$ cat src/rtl/shift_sequencer.sv
// shift_sequencer: multi-bit shift controller stepping a 1-bit shifter.
// Optional carry-out port enabled by defining SHIFT_CARRY_EN.
module shift_sequencer #(
  parameter int WIDTH = 16,
  parameter int AMT_W = 4
) (
  input  logic             clk,
  input  logic             rst_n,
  input  logic             start,
  input  logic [WIDTH-1:0] in,
  input  logic [1:0]       op,
  input  logic [AMT_W-1:0] amt,
  output logic             busy,
  output logic             done,
`ifdef SHIFT_CARRY_EN
  output logic             cout,
`endif
  output logic [WIDTH-1:0] result
);

  typedef enum logic [1:0] {
    S_IDLE,
    S_LOAD,
    S_SHIFT,
    S_DONE
  } state_t;

  state_t           state_q;
  logic [WIDTH-1:0] data_q;
  logic [WIDTH-1:0] data_d;
  logic [1:0]       op_q;
  logic [AMT_W-1:0] count_q;
  logic [AMT_W-1:0] count_d;
  logic             busy_q;
  logic             done_q;
  logic [WIDTH-1:0] result_q;
`ifdef SHIFT_CARRY_EN
  logic             shout_d;
  logic             carry_q;
  logic             cout_q;
`endif

  // One single-bit step of the captured operand
  always_comb begin
    data_d  = data_q;
    count_d = count_q - AMT_W'(1);
`ifdef SHIFT_CARRY_EN
    shout_d = 1'b0;
`endif
    case (op_q)
      2'b01: begin
        data_d = {data_q[WIDTH-2:0], 1'b0};
`ifdef SHIFT_CARRY_EN
        shout_d = data_q[WIDTH-1];
`endif
      end
      2'b10: begin
        data_d = {1'b0, data_q[WIDTH-1:1]};
`ifdef SHIFT_CARRY_EN
        shout_d = data_q[0];
`endif
      end
      2'b11: begin
        data_d = {data_q[WIDTH-1], data_q[WIDTH-1:1]};
`ifdef SHIFT_CARRY_EN
        shout_d = data_q[0];
`endif
      end
      default: data_d = data_q;
    endcase
  end

  // Sequencer FSM with registered busy/done/result
  always_ff @(posedge clk or negedge rst_n) begin
    if (!rst_n) begin
      state_q  <= S_IDLE;
      data_q   <= '0;
      op_q     <= 2'b00;
      count_q  <= '0;
      busy_q   <= 1'b0;
      done_q   <= 1'b0;
      result_q <= '0;
`ifdef SHIFT_CARRY_EN
      carry_q  <= 1'b0;
      cout_q   <= 1'b0;
`endif
    end else begin
      done_q <= 1'b0;
      unique case (state_q)
        S_IDLE: begin
          if (start) begin
            data_q  <= in;
            op_q    <= op;
            count_q <= amt;
            busy_q  <= 1'b1;
            state_q <= S_LOAD;
`ifdef SHIFT_CARRY_EN
            carry_q <= 1'b0;
            cout_q  <= 1'b0;
`endif
          end
        end
        S_LOAD: begin
          if (count_q == '0 || op_q == 2'b00)
            state_q <= S_DONE;
          else
            state_q <= S_SHIFT;
        end
        S_SHIFT: begin
          data_q  <= data_d;
          count_q <= count_d;
`ifdef SHIFT_CARRY_EN
          carry_q <= shout_d;
`endif
          if (count_q == AMT_W'(1))
            state_q <= S_DONE;
        end
        S_DONE: begin
          done_q   <= 1'b1;
          result_q <= data_q;
          busy_q   <= 1'b0;
          state_q  <= S_IDLE;
`ifdef SHIFT_CARRY_EN
          cout_q   <= carry_q;
`endif
        end
        default: state_q <= S_IDLE;
      endcase
    end
  end

  assign busy   = busy_q;
  assign done   = done_q;
  assign result = result_q;
`ifdef SHIFT_CARRY_EN
  assign cout   = cout_q;
`endif

endmodule
$ cat config.mk
export PLATFORM = sky130hd
export DESIGN_NAME = shift_sequencer
export DESIGN_NICKNAME = d
export VERILOG_FILES = /design/src/rtl/shift_sequencer.sv
export SDC_FILE = /design/constraint.sdc
export NUM_CORES = 1
export LEC_CHECK = 0
export ABC_AREA = 1
export BUFFER_PORTS_ARGS = -buffer_cell sky130_fd_sc_hd__buf_2
export CAP_MARGIN = 0
export CELL_PAD_IN_SITES_DETAIL_PLACEMENT = 2
export CELL_PAD_IN_SITES_GLOBAL_PLACEMENT = 2
export CORE_MARGIN = 4
export CORE_UTILIZATION = 35
export CTS_BUF_LIST = sky130_fd_sc_hd__clkbuf_4 sky130_fd_sc_hd__clkbuf_8
export CTS_CLUSTER_DIAMETER = 100
export CTS_CLUSTER_SIZE = 40
export DETAILED_ROUTE_END_ITERATION = 7
export MAX_ROUTING_LAYER = met4
export PLACE_DENSITY_LB_ADDON = 0.2
export SYNTH_ARGS = -nofsm -noshare
export SYNTH_HDL_FRONTEND = slang
export SYNTH_SLANG_ARGS = --single-unit
$ cat constraint.sdc
create_clock -name clk -period 4.9 [get_ports clk]
set_input_delay 0.735 -clock clk [delete_from_list [all_inputs] [get_ports clk]]
set_output_delay 0.735 -clock clk [all_outputs]
set_load 0.01 [all_outputs]
==> results_dict.tcl <==
set metrics [dict create \
    outcome "complete, no violations" \
    post-route-min-period_ns 2.42 \
    drv_cap 0 \
    route.detailed.drc 0 \
    layout-drive-gt1-share 0.177 \
    vias_per_cell 5.01 \
    num_rows 29 \
    yosysWarnings 0 \
    finalPower_mw 2.06 \
    nNetsFinal 385 \
    post-route-period-util 0.495 \
    cts.sinks 42 \
    placed_cell_area_um2 2560 \
    slowest_stage "o21ai_4" \
    track_usage 0.202 \
    drv_slew 0 \
    worstMarginPinSlew_ns 1.12 \
    seqPwrFrac 0.310 \
    path_clk_slew_ns 0.09 \
    ir_worst_vdd_mv 0.313 \
    numCtsBuffers 5 \
    dieArea_um2 7970 \
    wire_per_inst_um 16.3 \
    cp_common_cell "nor2_1" \
    seq_area_frac_synth 0.454 \
    syn_area_um2 2310 \
    fp.dieW_um 89.3 \
    antennaDiodeCount 0 \
    hold_viol 0 \
    synth_fp_nets 347 \
    grt_pass1_wl_um 11800 \
    root_buffer "clkbuf_8" \
    synth_area_per_cell_um2 7.44 \
    critical_path_class "flop to flop" \
    hold_buffers 0 \
    area_growth_pct 15.7 \
    drt_pass1_iterations 4 \
    hpwl_um 4770 \
    drt_iter0_markers 86 \
    synth_cell_type_count 22 \
    post-route-util 0.419 \
    crit_arrival_ns 2.66 \
    ant_nets 0 \
    netlist_instances 311 \
    num_io_pins 43 \
    path_max_fanout 25 \
    dr_total_vias 2139 \
    setup_viol 0 \
    cp_cell_sequence "inv_1 > ha_1 > buf_4 > inv_2 > o21ai_4 > nand2_4 > inv_4 > nor2_1 > nor2_1" \
    switching_share 0.486 \
    cts_buffer_depth 2 \
    totalWireLength_um 6980 \
    port_buffers 42 \
    gp_congestion 0.762 \
    fin_area_um2 2680 \
    critPathMaxStageDelay_ns 0.51 \
    clk-insertion-delay-late_ns 0.30 \
    powerDensity_nw_per_um2 769 \
    p_leak_nw 1.38 \
    final_cell_mix "82 x nor2_1, 67 x nand2_1, 42 x dfrtp_1, 42 x buf_2, 28 x inv_1" \
    die_y_um 89.3 \
    htree_levels 2 \
    cts_tree "done" \
    rsz0062_at_grt "false" \
    relSlewSlack 0.255 \
    hold_class "flop to flop" \
    grt_pass1_vias 2366 \
    critPathLaunchType "flop" \
    dpl_worst_slack_ns 2.51 \
    max_clock_freq_mhz 412 \
    setup_tns_ns 0 \
    cp-end-kind "flop" \
    p_sw_mw 1.00 \
    p_clk_frac 0.141 \
    grt_antenna_before_repair 0 \
    post_cts_buffers 0 \
    finClkSkew_ns 0.00974 \
    setup_ws_ns 2.48 \
    ys_ff_latch 42 \
    p_int_mw 1.06 \
    core-area_um2 6390 \
    cts_resized 0 \
    overflow 0 \
    p_comb_frac 0.549 \
    final_common_cell "nor2_1" \
    start_util 0.362 \
    grt_max_degree 43 \
    required_ns 5.13 \
]
[cells by family after synthesis]
logic type / after synthesis / share of synthesized area
flops: 42 / 0.454
xor+xnor: 1 / 0.00379
mux: 3 / 0.0146
compound gates: 42 / 0.0979
buf+inv: 42 / 0.0779
simple gates: 170 / 0.292
fa+ha+maj: 11 / 0.0595
[Yosys cell counts]
cell / n / share of area
nand2_4: 1 / 0.0049
buf_2: 4 / 0.0087
xnor2_1: 1 / 0.0038
nand2_2: 1 / 0.0027
nor2_1: 82 / 0.13
nor2_2: 3 / 0.0081
o21ai_4: 1 / 0.0070
inv_2: 1 / 0.0016
nand3_1: 16 / 0.035
ha_1: 11 / 0.059
inv_4: 1 / 0.0027
o21ai_1: 5 / 0.011
a21oi_1: 20 / 0.043
o21ai_0: 14 / 0.030
o211ai_1: 2 / 0.0065
buf_4: 2 / 0.0065
inv_1: 28 / 0.045
dfrtp_1: 42 / 0.45
mux2_2: 3 / 0.015
buf_6: 1 / 0.0049
nand2_1: 67 / 0.11
clkbuf_1: 5 / 0.0081
[worst paths after layout]
kind | startpoint | end | slack (ns) | cells after the start
max | state_q[0] | data_q[13] | 2.48 | 9
min | busy | busy | 0.51 | 2
max reg2reg | state_q[0] | data_q[13] | 2.48 | 9
min reg2reg | busy | busy | 0.51 | 2
max in group asynchronous | rst_n | data_q[2] | 3.67 | 1
min in group asynchronous | rst_n | state_q[0] | 0.59 | 1
[state kept, by name, indices dropped and copies added, names as in the netlist]
name	flops
data_q	16
result	16
count_q	4
op_q	2
state_q	2
busy	1
done	1
[metal layers]
metal | global-route usage | part of all wire
met5 | - | 0
met4 | 0.0406 | 0.0087
met1 | 0.246 | 0.46
met3 | 0.0332 | 0.028
met2 | 0.352 | 0.50
[power groups by stage]
stage,Sequential (mW),Combinational [mW],Clock (mW)
after floorplan,0.652,0.782,0
after global placement,0.637,1.07,0
after detailed placement,0.644,1.13,0
after CTS,0.640,1.15,0.298
after global routing,0.661,1.31,0.317
final,0.637,1.13,0.290
[worst max-delay path, delay by kind of cell, from the launching register on]
family          cells  cell delay (ns)
compound gates      1             0.51
fa+ha+maj           1             0.15
simple gates        3             0.37
flops               1             0.45
buf+inv             4             0.87
[stage by stage]
step | hold WS [ns] | instances
floorplan | 0.439 | 311
global placement | 0.484 | 419
detailed placement | 0.491 | 419
CTS | 0.516 | 427
global route | 0.545 | 427
finish | 0.508 | 427
[layout make-up]
| type | instances | area (um^2) |
|---|---|---|
| multi-input combinational | 227 | 1080 |
| fill | 792 | 3710 |
| sequential | 42 | 1050 |
| timing repair buffer | 43 | 218 |
| clock buffer | 7 | 83.8 |
| clock inverter | 1 | 30.0 |
| inverter | 30 | 115 |
| tap | 77 | 96.3 |
Note: power is estimated with default switching activity, not from simulation.
